==> config.mk <==
export PLATFORM = sky130hd
export DESIGN_NAME = keypad_scan
export DESIGN_NICKNAME = d
export VERILOG_FILES = /design/src/rtl/keypad_pkg.sv /design/src/rtl/keypad_ghost_check.sv /design/src/rtl/keypad_scan.sv
export SDC_FILE = /design/constraint.sdc
export NUM_CORES = 1
export LEC_CHECK = 0
export CORE_MARGIN = 2
export CORE_UTILIZATION = 55
export CTS_CLUSTER_SIZE = 20
export DETAILED_ROUTE_END_ITERATION = 6
export MAX_ROUTING_LAYER = met4
export PLACE_DENSITY = 0.78
export SLEW_MARGIN = 10
export SYNTH_ARGS = -nofsm -noshare
export SYNTH_HDL_FRONTEND = slang
export SYNTH_SLANG_ARGS = --single-unit
==> constraint.sdc <==
create_clock -name clk_500hz -period 5.1 [get_ports clk_500hz]
set_clock_uncertainty 0.2 [all_clocks]
set_input_delay 1.275 -clock clk_500hz [delete_from_list [all_inputs] [get_ports clk_500hz]]
set_output_delay 1.275 -clock clk_500hz [all_outputs]
set_load 0.02 [all_outputs]
==> src/rtl/keypad_pkg.sv <==
// Shared definitions for the matrix keypad scanner and its consumers.
package keypad_pkg;

  // Default matrix geometry and row settle time, shared with the Debounce instance.
  localparam int KP_N          = 5;
  localparam int KP_SETTLE_CYC = 1;

  // Scan FSM states.
  typedef enum logic [1:0] {
    PARK   = 2'd0,
    SETTLE = 2'd1,
    SAMPLE = 2'd2
  } kp_state_e;

  // Flat bit index of key (row r, column c) in the keyboard vector.
  function automatic int key_idx(input int r, input int c);
    return r * KP_N + c;
  endfunction

endpackage

==> src/rtl/keypad_ghost_check.sv <==
// Combinational ghost detector: flags a frame when two distinct rows share
// two or more pressed (low) columns. A three-corner rectangle shows up here
// too, because the phantom fourth corner is physically read as pressed.
module keypad_ghost_check
  import keypad_pkg::*;
#(
  parameter int N = KP_N
) (
  input  logic [N*N-1:0] shadow_i,
  output logic           ghost_o
);

  logic [N-1:0] both_pressed;

  // Scan every row pair; x & (x-1) is non-zero exactly when x has >=2 bits set.
  always_comb begin
    ghost_o      = 1'b0;
    both_pressed = '0;
    for (int a = 0; a < N - 1; a++) begin
      for (int b = a + 1; b < N; b++) begin
        both_pressed = ~shadow_i[a*N +: N] & ~shadow_i[b*N +: N];
        if ((both_pressed & (both_pressed - 1'b1)) != '0) ghost_o = 1'b1;
      end
    end
  end

endmodule

==> src/rtl/keypad_scan.sv <==
// Matrix keypad scanner: walks the rows one at a time (active-low), samples
// the active-low columns into a shadow frame and publishes ghost-free frames
// on the keyboard output, which feeds Debounce directly.
module keypad_scan
  import keypad_pkg::*;
#(
  parameter int N          = KP_N,
  parameter int SETTLE_CYC = KP_SETTLE_CYC
) (
  input  logic           clk_500hz,
  input  logic           rst_n,
  input  logic           scan_en,
  input  logic [N-1:0]   col_n,
  output logic [N-1:0]   row_n,
  output logic [N*N-1:0] keyboard,
  output logic           frame_valid,
  output logic           ghost
);

  localparam int RW = (N > 1) ? $clog2(N) : 1;
  localparam int CW = (SETTLE_CYC > 1) ? $clog2(SETTLE_CYC) : 1;
  localparam logic [RW-1:0] ROW_LAST = RW'(N - 1);
  localparam logic [CW-1:0] CNT_LAST = CW'(SETTLE_CYC - 1);

  kp_state_e      state_q;
  logic [RW-1:0]  row_q;
  logic [CW-1:0]  cnt_q;
  logic [N-1:0]   row_n_q;
  logic [N*N-1:0] shadow_q;
  logic [N*N-1:0] shadow_d;
  logic [N*N-1:0] keyboard_q;
  logic           frame_valid_q;
  logic           ghost_q;
  logic           ghost_d;

  // Active-low one-hot drive pattern for a given row.
  function automatic logic [N-1:0] row_drive(input logic [RW-1:0] r);
    return ~({{(N-1){1'b0}}, 1'b1} << r);
  endfunction

  // Shadow with the currently sampled row folded in, so the frame-end edge
  // can judge and publish the complete frame in the same cycle.
  always_comb begin
    shadow_d = shadow_q;
    shadow_d[int'(row_q)*N +: N] = col_n;
  end

  keypad_ghost_check #(.N(N)) u_ghost (
    .shadow_i (shadow_d),
    .ghost_o  (ghost_d)
  );

  // Scan FSM with settle counter, shadow capture and registered outputs.
  always_ff @(posedge clk_500hz) begin
    if (!rst_n) begin
      state_q       <= PARK;
      row_q         <= '0;
      cnt_q         <= '0;
      row_n_q       <= '1;
      shadow_q      <= '1;
      keyboard_q    <= '1;
      frame_valid_q <= 1'b0;
      ghost_q       <= 1'b0;
    end else begin
      frame_valid_q <= 1'b0;
      if (!scan_en) begin
        // Parking discards the partial frame; a re-enable always starts at row 0.
        state_q <= PARK;
        row_q   <= '0;
        cnt_q   <= '0;
        row_n_q <= '1;
      end else begin
        case (state_q)
          PARK: begin
            state_q <= SETTLE;
            row_q   <= '0;
            cnt_q   <= '0;
            row_n_q <= row_drive('0);
          end
          SETTLE: begin
            if (cnt_q == CNT_LAST) begin
              state_q <= SAMPLE;
              cnt_q   <= '0;
            end else begin
              cnt_q <= cnt_q + 1'b1;
            end
          end
          SAMPLE: begin
            shadow_q <= shadow_d;
            state_q  <= SETTLE;
            if (row_q == ROW_LAST) begin
              row_q         <= '0;
              row_n_q       <= row_drive('0);
              frame_valid_q <= 1'b1;
              ghost_q       <= ghost_d;
              if (!ghost_d) keyboard_q <= shadow_d;
            end else begin
              row_q   <= row_q + 1'b1;
              row_n_q <= row_drive(row_q + 1'b1);
            end
          end
          default: begin
            state_q <= PARK;
            row_q   <= '0;
            cnt_q   <= '0;
            row_n_q <= '1;
          end
        endcase
      end
    end
  end

  assign row_n       = row_n_q;
  assign keyboard    = keyboard_q;
  assign frame_valid = frame_valid_q;
  assign ghost       = ghost_q;

endmodule

==> flow_summary_export.csv <==
group,metric,value,unit
outcome,status,"completed",
floorplan,rows,29,
worst_setup_path,endpoint_kind,"flop",
route,viasPerCell,6.52,
global_routing,track_usage,0.314,
cts,cts_resized,0,
floorplan,core_area,6350,um^2
timing,slew_viol_final,0,
cts,clockBufferDepth,2,
synthesis,synth_top_cell_area_share,0.343,
worst_setup_path,crit_type,"flop to flop",
floorplan,start_util,0.569,
worst_setup_path,critical_path.max_fanout,22,
floorplan,ios,40,
cts,clkSinkCount,62,
timing,setup_viol,0,
route,drtIter0Drc,508,
synthesis,synth_edf_count,0,
cts,clkTransAtPathRegs,70,ps
cells_and_area,nNetsFinal,493,
global_routing,grt_pass1_wl,17.4,mm
synthesis,synth_top_cells_by_count,"dfxtp_1, nor2_1, nand2_1",
synthesis,yosys_warnings,0,
cts,cts_buffers,9,
route,wire_per_inst,19.2,um
timing,fin_crit_sh,0.944,
timing,slew-limit-headroom,0.391,
timing,fmaxAchievable,0.208,GHz
worst_setup_path,max_stage_delay,610,ps
timing,rsz0062_at_grt,"no",
floorplan,fp.dieH,85.1,um
cells_and_area,drive_above_1_share,0.104,
synthesis,synth_largest_area_cell,"dfxtp_1",
placed_design,dp_slack,321,ps
synthesis,ys.flop_type,"dfxtp_1",
synthesis,synth.distinct_cells,57,
synthesis,synthTopCellsByArea,"dfxtp_1, mux2i_1, nor2_1",
worst_hold_path,hold_path_class,"flop to flop",
floorplan,die_x,85.1,um
worst_hold_path,worstHoldPathCells,2,
worst_setup_path,crit_slowest_cell,"dfxtp_1",
synthesis,synth-seq-cells,62,
floorplan,dieArea,7230,um^2
power_and_ir_drop,powerDensity,239,nW/um^2
route,drc,0,
worst_setup_path,reg2regPathDepth,12,
global_routing,grt_pass1_vias,3360,
timing,fin_crit,4820,ps
route,wirelength,10.8,mm
route,drtPass1Iterations,7,
synthesis,syn-num-nets,456,
synthesis,synth-seq-area-share,0.343,
cells_and_area,flow.area_growth_from_synthesis,17.0,%
route,vias,3649,
global_routing,grt_overflow_total,0,
synthesis,synthCells,441,
power_and_ir_drop,cellLeakagePower,1.60,nW
cts,clk-insertion-delay-late,350,ps
timing,fin_tns_setup,0,ps
global_routing,grt_max_degree,46,
cts,postCtsSetupRepairBufs,0,
cts,hold_buffers,0,
worst_setup_path,critPathArrivalTime,4890,ps
power_and_ir_drop,ir_worst_vdd,0.203,mV
synthesis,synthArstFlopShare,0,
cts,h-tree-depth,3,
timing,tightest_slew,913,ps
placed_design,portBuffers,39,
route,ant_nets,0,
cts,root_buffer,"clkbuf_8",
worst_setup_path,crit_path_start_kind,"flop",
placed_design,gp_congestion,1.03,
cts,cts_tree,"done",
synthesis,syn_area,3610,um^2
flow_run,maxCapViolCount,0,
cells_and_area,diodes,0,
placed_design,hpwl,7.70,mm
worst_setup_path,crit_chain,"inv_1, ha_1, ha_1, and4bb_2, a22oi_1, a211oi_1, a22oi_1, a2111oi_1, nand4_1, nor4_4, buf_6, mux2i_1",
timing,worst_slack,285,ps
synthesis,yosysMostFrequentCell,"dfxtp_1",
worst_setup_path,required,5170,ps
cells_and_area,n_fill_cell,562,
synthesis,synth_area_per_cell,8.19,um^2
timing,finalHoldViolations,0,
global_routing,antenna_found_initial,0,
==> final cells by class <==
cell class                 count  area [um^2]  area share
multi-input combinational    349         2200       0.520
sequential                    62         1240       0.294
timing repair buffer          46          447       0.106
clock buffer                  11          151      0.0358
tap                           77         96.3      0.0228
clock inverter                 5         57.6      0.0136
inverter                      10         37.5     0.00888
==> cells in the final DEF, fill, tap and decap left out, types with 3 or more instances in the layout <==
cell,netlist,routed
a22oi_1,19,19
mux2i_1,25,25
nor2_1,59,59
and2_1,5,5
nand2_1,47,47
mux2_2,3,3
mux2_4,4,4
clkbuf_8,0,11
and3_2,5,5
buf_4,1,6
o22ai_1,4,4
and3_1,11,11
a21oi_1,12,12
ha_1,7,7
o211ai_1,18,18
inv_1,9,9
o21ai_1,4,4
nand4_1,20,20
a211oi_1,3,3
clkinvlp_4,0,3
nand3_1,37,37
nand2b_1,9,9
o21ai_0,19,19
clkdlybuf4s50_1,0,39
dfxtp_1,62,62
==> where the power goes <==
| group | switching, mW | total [mW] | internal [mW] |
|---|---|---|---|
| sequential | 0.00336 | 0.491 | 0.488 |
| clock | 0.204 | 0.455 | 0.251 |
| combinational | 0.0438 | 0.0647 | 0.0209 |
| total | 0.251 | 1.01 | 0.760 |
==> logic make-up (layout without fill, tap and decap cells) <==
logic type,count (synthesis),after routing,synth area share
AND/OR/NAND/NOR,214,214,0.308
XOR/XNOR,1,1,0.00242
adder cells (fa/ha/maj),7,7,0.0242
multiplexers,32,32,0.0952
buffers and inverters,30,72,0.0488
flip-flops,62,62,0.343
AO/OA/AOI/OAI,95,95,0.178
==> sequential cells by signal, indices dropped and copies added, names as in the netlist <==
signal	count
keyboard	25
shadow_q	25
row_n	5
row_q	3
state_q	2
frame_valid	1
ghost	1
==> critical path, delay by kind of cell, from the launching register on <==
kind	cells	cell delay, ps
buffers and inverters	2	500
flip-flops	1	610
adder cells (fa/ha/maj)	2	710
multiplexers	1	240
AND/OR/NAND/NOR	3	1250
AO/OA/AOI/OAI	4	1220
==> path summary, 6_finish.rpt <==
| kind | endpoint | from | slack (ps) |
|---|---|---|---|
| worst max-delay path | keyboard[23]$_SDFFE_PN1P_ | row_q[0]$_SDFFE_PN0N_ | 280 |
| worst min register to register | shadow_q[8]$_SDFFE_PN1P_ | shadow_q[8]$_SDFFE_PN1P_ | 290 |
| worst max register to register | keyboard[23]$_SDFFE_PN1P_ | row_q[0]$_SDFFE_PN0N_ | 280 |
| worst min-delay path | shadow_q[8]$_SDFFE_PN1P_ | shadow_q[8]$_SDFFE_PN1P_ | 290 |
==> per-stage QoR <==
stage | utilization | hold slack [ps] | instance area [um^2] | instances | total power, mW
4_1_cts | 0.665 | 288 | 4220 | 560 | 1.01
5_1_grt | 0.666 | 306 | 4230 | 560 | 1.04
2_1_floorplan | - | 237 | 3610 | 441 | 0.541
3_5_place_dp | 0.632 | 271 | 4010 | 544 | 0.565
6_report | 0.666 | 286 | 4230 | 560 | 1.01
3_3_place_gp | 0.632 | 263 | 4010 | 544 | 0.564
==> layer usage <==
metal,GRT usage,vias to the layer above,share of wire
li1,-,1700,-
met4,0.134,0,0.041
met3,0.0525,44,0.080
met5,-,-,0
met1,0.426,1702,0.43
met2,0.462,203,0.45
Note: power is estimated with default switching activity, not from simulation.
